$ cat config.mk
export PLATFORM = sky130hd
export DESIGN_NAME = div_share_sequencer
export DESIGN_NICKNAME = d
export VERILOG_FILES = /design/src/rtl/div_pkg.sv /design/src/rtl/div_rr_arbiter.sv /design/src/rtl/div_share_sequencer.sv
export SDC_FILE = /design/constraint.sdc
export NUM_CORES = 1
export LEC_CHECK = 0
export CAP_MARGIN = 0
export CORE_AREA = 10 10 142 144
export CTS_CLUSTER_DIAMETER = 30
export DETAILED_ROUTE_END_ITERATION = 6
export DIE_AREA = 0 0 152 154
export PLACE_DENSITY = 0.74
export SLEW_MARGIN = 40
export SYNTH_ARGS = -nofsm -noshare
export SYNTH_HDL_FRONTEND = slang
export SYNTH_SLANG_ARGS = --single-unit
$ cat constraint.sdc
create_clock -name clk -period 3.4 [get_ports clk]
set_clock_uncertainty 0.2 [all_clocks]
set_input_delay 1.02 -clock clk [delete_from_list [all_inputs] [get_ports clk]]
set_output_delay 1.02 -clock clk [all_outputs]
set_load 0.05 [all_outputs]
$ cat src/rtl/div_pkg.sv
`default_nettype none
// ============================================================================
// Module  : div_pkg
// Brief   : Shared constants for the shared iterative divider sequencer:
//           FSM state encoding, default operand width, divide-by-zero quotient.
// Revision: 1.0 - initial release
// ============================================================================
package div_pkg;

  // Default operand/result width of the shared divider
  localparam int DIV_WIDTH = 32;

  // Sequencer state encoding
  localparam logic [1:0] S_IDLE = 2'd0;
  localparam logic [1:0] S_CALC = 2'd1;
  localparam logic [1:0] S_DONE = 2'd2;

  // Quotient reported for a zero divisor at the default width
  localparam logic [DIV_WIDTH-1:0] DIV0_QUOTIENT = {DIV_WIDTH{1'b1}};

endpackage : div_pkg
`default_nettype wire

$ cat src/rtl/div_rr_arbiter.sv
`default_nettype none
// ============================================================================
// Module  : div_rr_arbiter
// Brief   : Combinational round-robin arbiter. The search for a requester
//           starts at i_ptr and wraps; outputs a one-hot grant and its index.
// Revision: 1.0 - initial release
// ============================================================================
module div_rr_arbiter #(
  parameter int NUM_REQ = 2,
  parameter int ID_W    = 1
) (
  input  logic [NUM_REQ-1:0] i_req,
  input  logic [ID_W-1:0]    i_ptr,
  output logic [NUM_REQ-1:0] o_grant,
  output logic [ID_W-1:0]    o_id,
  output logic               o_any
);

  // Two passes: first the requesters at or above the pointer, then the wrap-around
  always_comb begin
    o_grant = '0;
    o_id    = '0;
    o_any   = 1'b0;
    for (int i = 0; i < NUM_REQ; i++) begin
      if (!o_any && i_req[i] && (i >= int'(i_ptr))) begin
        o_any      = 1'b1;
        o_grant[i] = 1'b1;
        o_id       = ID_W'(i);
      end
    end
    for (int i = 0; i < NUM_REQ; i++) begin
      if (!o_any && i_req[i] && (i < int'(i_ptr))) begin
        o_any      = 1'b1;
        o_grant[i] = 1'b1;
        o_id       = ID_W'(i);
      end
    end
  end

endmodule : div_rr_arbiter
`default_nettype wire

$ cat src/rtl/div_share_sequencer.sv
`default_nettype none
// ============================================================================
// Module  : div_share_sequencer
// Brief   : Shares one iterative unsigned restoring divider between NUM_REQ
//           requesters. Round-robin accept, WIDTH shift/trial-subtract steps,
//           then a held response tagged with the requester id.
// Revision: 1.0 - initial release
// ============================================================================
module div_share_sequencer
  import div_pkg::*;
#(
  parameter int WIDTH   = DIV_WIDTH,
  parameter int NUM_REQ = 2,
  parameter int ID_W    = (NUM_REQ > 1) ? $clog2(NUM_REQ) : 1
) (
  input  logic                       clk,
  input  logic                       Reset,
  input  logic [NUM_REQ-1:0]         req_valid,
  output logic [NUM_REQ-1:0]         req_ready,
  input  logic [NUM_REQ*WIDTH-1:0]   req_dividend,
  input  logic [NUM_REQ*WIDTH-1:0]   req_divisor,
  output logic                       rsp_valid,
  input  logic                       rsp_ready,
  output logic [ID_W-1:0]            rsp_id,
  output logic [WIDTH-1:0]           rsp_quotient,
  output logic [WIDTH-1:0]           rsp_remainder,
  output logic                       rsp_div0,
  output logic                       busy
);

  localparam int               CNT_W    = $clog2(WIDTH) + 1;
  localparam logic [CNT_W-1:0] CNT_LAST = CNT_W'(WIDTH - 1);

  logic [1:0]           r_state;
  logic [ID_W-1:0]      r_ptr;
  logic [ID_W-1:0]      r_id;
  logic [CNT_W-1:0]     r_cnt;
  logic [WIDTH-1:0]     r_divisor;
  // Upper half: partial remainder, lower half: dividend bits shifting into quotient
  logic [2*WIDTH-1:0]   r_remquo;
  logic                 r_div0;

  logic [NUM_REQ-1:0]   w_grant;
  logic [ID_W-1:0]      w_grant_id;
  logic                 w_any;
  logic [WIDTH-1:0]     w_sel_dividend;
  logic [WIDTH-1:0]     w_sel_divisor;
  logic                 w_ge;
  logic [WIDTH-1:0]     w_diff;
  logic [2*WIDTH-1:0]   w_step;
  logic [ID_W-1:0]      w_next_ptr;

  div_rr_arbiter #(
    .NUM_REQ (NUM_REQ),
    .ID_W    (ID_W)
  ) u_arb (
    .i_req   (req_valid),
    .i_ptr   (r_ptr),
    .o_grant (w_grant),
    .o_id    (w_grant_id),
    .o_any   (w_any)
  );

  // Route the granted requester's operands to the load path
  always_comb begin
    w_sel_dividend = '0;
    w_sel_divisor  = '0;
    for (int i = 0; i < NUM_REQ; i++) begin
      if (w_grant[i]) begin
        w_sel_dividend = req_dividend[i*WIDTH +: WIDTH];
        w_sel_divisor  = req_divisor[i*WIDTH +: WIDTH];
      end
    end
  end

  // One restoring step: the shifted-out MSB joins the remainder, giving a
  // (WIDTH+1)-bit trial value. When it is >= divisor the true difference is
  // below the divisor, so its low WIDTH bits are the whole new remainder.
  always_comb begin
    w_ge   = (r_remquo[2*WIDTH-1:WIDTH-1] >= {1'b0, r_divisor});
    w_diff = r_remquo[2*WIDTH-2:WIDTH-1] - r_divisor;
    if (w_ge) begin
      w_step = {w_diff, r_remquo[WIDTH-2:0], 1'b1};
    end else begin
      w_step = {r_remquo[2*WIDTH-2:0], 1'b0};
    end
  end

  assign w_next_ptr = (r_id == ID_W'(NUM_REQ - 1)) ? '0 : r_id + 1'b1;

  // Sequencer: accept and load in IDLE, iterate in CALC, hold result in DONE
  always_ff @(posedge clk) begin
    if (Reset) begin
      r_state   <= S_IDLE;
      r_ptr     <= '0;
      r_id      <= '0;
      r_cnt     <= '0;
      r_divisor <= '0;
      r_remquo  <= '0;
      r_div0    <= 1'b0;
    end else begin
      case (r_state)
        S_IDLE: begin
          if (w_any) begin
            r_id      <= w_grant_id;
            r_cnt     <= '0;
            r_divisor <= w_sel_divisor;
            if (w_sel_divisor == '0) begin
              // Result is known immediately: skip the iteration entirely
              r_remquo <= {w_sel_dividend, {WIDTH{1'b1}}};
              r_div0   <= 1'b1;
              r_state  <= S_DONE;
            end else begin
              r_remquo <= {{WIDTH{1'b0}}, w_sel_dividend};
              r_div0   <= 1'b0;
              r_state  <= S_CALC;
            end
          end
        end
        S_CALC: begin
          r_remquo <= w_step;
          r_cnt    <= r_cnt + 1'b1;
          if (r_cnt == CNT_LAST) begin
            r_state <= S_DONE;
          end
        end
        S_DONE: begin
          if (rsp_ready) begin
            r_state <= S_IDLE;
            r_ptr   <= w_next_ptr;
          end
        end
        default: r_state <= S_IDLE;
      endcase
    end
  end

  // Grants are only offered while idle and out of reset
  assign req_ready     = ((r_state == S_IDLE) && !Reset) ? w_grant : '0;
  assign rsp_valid     = (r_state == S_DONE);
  assign busy          = (r_state != S_IDLE);
  assign rsp_id        = r_id;
  assign rsp_quotient  = r_remquo[WIDTH-1:0];
  assign rsp_remainder = r_remquo[2*WIDTH-1:WIDTH];
  assign rsp_div0      = r_div0;

endmodule : div_share_sequencer
`default_nettype wire
* Word-level counts from Yosys, hierarchy flattened
Cells that the tools add are included.
** Cells by class
- Add/subtract/negate cells :: 3
- Order comparisons :: 3
- Equality and inequality tests :: 6
- Mux-type cells :: 24
- Reduce and logical (&&, ||, !) cells :: 16
** Operators with widths (count)
- $mux 64 :: 3
- $mux 32 :: 4
- $pmux 64 s2 :: 1
- $ge 33x32->1 :: 1
- $logic_not 32->1 :: 1
- $sub 32x32->32 :: 1
- $pmux 6 s2 :: 1
- $mux 2 :: 5
- $mux 1 :: 8
- $add 6x1->6 const B :: 1
- $eq 6x5->1 const B :: 1
- $mux 6 :: 1
- $pmux 2 s3 :: 1
- $reduce_and 2->1 :: 3
- $logic_and 1x1->1 :: 5
- $ne 2x1->1 const B :: 2
- $reduce_bool 2->1 :: 2
- $logic_not 1->1 :: 3
- $reduce_and 3->1 :: 1
- $eq 2x1->1 const B :: 1
- $eq 2x2->1 const B :: 1
- $logic_not 2->1 :: 1
- $ne 2x2->1 const B :: 1
- $add 1x1->1 const B :: 1
- 2 further kinds :: 2
** Storage, ports and cells
- Register bits :: 107
- Output and inout port bits :: 70
- Word-level logic and storage cells :: 59

* Depth between registers and ports, before layout
- Depth after elaboration :: 16
- Mapped depth :: 13
- Depth with buffers taken out :: 13

* Modules after synthesis
From an unflattened synthesis, not the netlist that was laid out.
** Second synthesis, totals
- Cell total of the unflattened synthesis :: 953
- Area, all modules :: 7385.8 um2
** By module, submodules not included
- div_share_sequencer :: instances 1, cells each 948, area an instance 7353.3 um2, sequential area each 2142.1 um2
- div_rr_arbiter :: instances 1, cells each 5, area an instance 32.5 um2, sequential area each 0.0 um2

* Least setup slack after synthesis
OpenSTA, ideal clock, no wires.
- Path type :: input to output
- Start :: input req_valid[1]
- End :: output req_ready[1]
- Data arrival time :: 3475 ps
- Required time :: 2180 ps
- Path slack :: -1295 ps
- Stages on the path :: 6
- Buffers on the path :: 4
- Cells stage by stage :: a21boi_0 clkbuf_1 buf_2 buf_2 clkbuf_1 nor3b_1
** Between the ends
- Longest elaborated chain between the ends :: 3
** Ends and longest elaborated chain
- start, declared :: RTL line div_share_sequencer.sv:18 : input logic [NUM_REQ-1:0] req_valid,
- $logic_and 1x1->1 :: RTL line div_rr_arbiter.sv:25 : if (!o_any && i_req[i] && (i >= int'(i_ptr))) begin
- $mux 1 :: RTL line div_rr_arbiter.sv:25
- $mux 2 :: RTL line div_share_sequencer.sv:139 : assign req_ready = ((r_state == S_IDLE) && !Reset) ? w_grant : '0;
- end, declared :: RTL line div_share_sequencer.sv:19 : output logic [NUM_REQ-1:0] req_ready,
No other way between the ends.

* Worst setup path after layout
- Start :: input req_divisor[43]
- End :: register r_remquo[58]
** Between the ends
- Longest elaborated chain between the ends :: 5
** Ends and longest elaborated chain
- start, declared :: RTL line div_share_sequencer.sv:21 : input logic [NUM_REQ*WIDTH-1:0] req_divisor,
- $mux 32 :: RTL line div_share_sequencer.sv:69 : if (w_grant[i]) begin
- $logic_not 32->1 :: RTL line div_share_sequencer.sv:108 : if (w_sel_divisor == '0) begin
- $mux 64 :: RTL line div_share_sequencer.sv:108
- $mux 64 :: RTL line div_share_sequencer.sv:104 : if (w_any) begin
- $pmux 64 s2 :: RTL line div_share_sequencer.sv:102 : case (r_state)
- end signal, assigned :: RTL line div_share_sequencer.sv:110 : r_remquo <= {w_sel_dividend, {WIDTH{1'b1}}};
- end signal, assigned :: RTL line div_share_sequencer.sv:114 : r_remquo <= {{WIDTH{1'b0}}, w_sel_dividend};
- end signal, assigned :: RTL line div_share_sequencer.sv:121 : r_remquo <= w_step;
- end, declared :: RTL line div_share_sequencer.sv:40 : logic [2*WIDTH-1:0] r_remquo;
No other way between the ends. The select of a mux whose other input is x is not followed.
A chain may end at the register's enable or synchronous reset.

==> impl_metrics.tcl <==
set metrics [dict create \
    status "completed" \
    regArea_mm2 0.00214 \
    relSlewSlack_pct 57.9 \
    cp_max_fo 8 \
    fmaxAchievable_mhz 303 \
    antenna_found_initial 1 \
    row_count 48 \
    ys.flop_type "dfxtp_1" \
    use_met1_pct 31.1 \
    syn_to_final_growth_pct 52.1 \
    tns_ns 0 \
    grt.busiest_layer "met2" \
    max_stage_delay_ns 0.54 \
    postCtsHoldBufs 0 \
    vias 8778 \
    stdcell_count 1470 \
    drtIter0Drc 868 \
    worstHoldPathType "reg2reg" \
    numCtsBuffers 9 \
    tightestPinTransition_ns 0.625 \
    yosys_warnings 0 \
    cap_violations 0 \
    clock_path_buffers 2 \
    cp_cell_sequence "clkdlybuf4s15_1, or4_4, o41ai_4, nand3_2, buf_6, nor4_4, buf_6, a21oi_1, or4_1, o211ai_1" \
    via_per_inst 5.97 \
    seq_area_frac_synth_pct 29.3 \
    grt_max_degree 60 \
    crit_type "in2reg" \
    die_area_mm2 0.0234 \
    place_worst_setup_slack_ns -0.651 \
    wl_per_cell_um 21.5 \
    p_leak_nw 4.51 \
    synth_edf_count 0 \
    powerDensity_mw_per_mm2 627 \
    path_common_cell "buf_6" \
    htree_levels 3 \
    fin_ws_ns 0.0946 \
    finalWeightedCongestion 0.979 \
    irDropWorstVdd_v 0.000356 \
    dieHeight_um 154 \
    nets 1406 \
    core_mm2 0.0172 \
    synth_common_cells "nand2_1, dfxtp_1, a21oi_1" \
    critPathRequiredTime_ns 3.50 \
    slew_viol_final 0 \
    yosysMostFrequentCell "nand2_1" \
    tritoncts "built" \
    synth_async_sr_flop_share_pct 0 \
    die_w_um 152 \
    syn_area_mm2 0.00731 \
    io_buffers 202 \
    use_met3_pct 7.59 \
    ioPinCount 203 \
    cpMaxStageDelayCell "or4_4" \
    met2_usage_pct 41.4 \
    drive_gt1_share_pct 17.7 \
    setup_violations 0 \
    grtUsageTotal_pct 25.3 \
    timing.final.crit_period_ns 3.31 \
    firstDrtPassIters 5 \
    multi_input_area_mm2 0.00492 \
    yosys-top-cells-area "dfxtp_1, a21oi_1, nand2_1, ha_1, a221oi_1" \
    synth_cell_types 69 \
    wl_mm 31.7 \
    synth_top_area_share_pct 29.3 \
    syn-num-nets 1125 \
    grt_pass1_vias 8516 \
    syn_avg_cell_area_um2 7.63 \
    hold_viol 0 \
    yosys.area.top_type "dfxtp_1" \
    critPathCaptureType "register" \
    path_clk_slew_ns 0.08 \
    place_hpwl_mm 25.0 \
    syn_inst 958 \
    route.detailed.drc 0 \
    crit_arrival_ns 3.40 \
    dp.cells 1444 \
    cts.sinks 107 \
    period_share_pct 97.2 \
    ant_nets 0 \
    grt_pass1_wl_mm 47.9 \
    cts_root_buf "clkbuf_16" \
    synth-seq-cells 107 \
    initial_core_util_pct 42.5 \
    grt.overflow.total 0 \
    clk_latency_ns 0.37 \
    fillers 1473 \
    crit_path_start_kind "primary input" \
]
## path summary, 6_finish.rpt
path,start,to,slack [ns],depth (start not counted)
max,req_divisor[43],r_remquo[58],0.09,10
min,r_remquo[19],r_remquo[20],0.28,2
max reg2reg,r_divisor[0],r_remquo[60],0.13,12
min reg2reg,r_remquo[19],r_remquo[20],0.28,2
## through the flow
stage	instance area, um2	hold WS, ns	util (%)	total power [W]
6_report	11100	0.277	64.7	0.00697
5_1_grt	11100	0.299	64.7	0.00733
4_1_cts	10900	0.278	63.4	0.00683
3_5_place_dp	10400	0.263	60.8	0.00566
3_3_place_gp	10400	0.254	60.8	0.00563
2_1_floorplan	7360	0.236	-	0.00415
## cells by family after synthesis
kind of cell	share of synthesized area, %
AO/OA/AOI/OAI	33.0
XOR/XNOR	3.48
buffers and inverters	7.14
adder cells (fa/ha/maj)	5.92
AND/OR/NAND/NOR	20.0
multiplexers	1.23
flip-flops	29.3
## state kept, by name, summed over array words and instances (netlist names)
signal / count
r_remquo: 64
r_divisor: 32
r_cnt: 6
r_state: 2
r_ptr: 1
rsp_div0: 1
rsp_id: 1
## timing repair
| item | 4_1_cts | 5_1_grt |
|---|---|---|
| setup buffers | 5 | 5 |
| resized for setup | 35 | 49 |
| setup endpoints to repair | 54 | 52 |
| pin swaps | 17 | 24 |
## critical path, delay by kind of cell
kind / cells / cell delay (ns)
AND/OR/NAND/NOR: 4 / 1.42
AO/OA/AOI/OAI: 3 / 0.44
buffers and inverters: 3 / 0.51
## area by class of cell
class	instances	share of cell area, %
repair buffers	350	29.6
multi-input cells	728	44.2
well taps	225	2.53
clock buffers	9	2.03
inverters	43	1.45
diodes	1	0.0225
flip-flops and latches	107	19.3
clock inverters	7	0.822
## cells in the final DEF, fill, tap and decap left out, types with 9 or more instances in the layout
master and n:
clkdlybuf4s50_1 171, buf_4 135, nand2_1 117, dfxtp_1 107, a21oi_1 86, nor2_1 63, o21ai_0 61, a211oi_1 47
inv_1 43, a221oi_1 40, ha_1 32, nand3_1 26, o221ai_1 25, xor2_1 15, dlymetal6s2s_1 15, a21o_1 14
xnor2_1 13, nor3_1 12, o211ai_1 11, nor4_1 11, buf_12 10, nand4_1 9, mux2i_1 9, clkbuf_16 9
## power by group
part / total, W / internal [W] / switching [W]
clock: 0.00114 / 0.000592 / 0.000547
sequential: 0.00163 / 0.00146 / 0.000175
combinational: 0.00420 / 0.00170 / 0.00250
total: 0.00697 / 0.00375 / 0.00322
## routing by layer
metal  wire length (um)  vias to the layer above  share of wire, %
met5                  0                        -                 0
met4                862                        0               2.7
met3               2770                       42               8.7
met2              14700                      403                47
met1              13300                     4177                42
li1                   -                     4156                 -
Power figures use the tool's default switching activity.
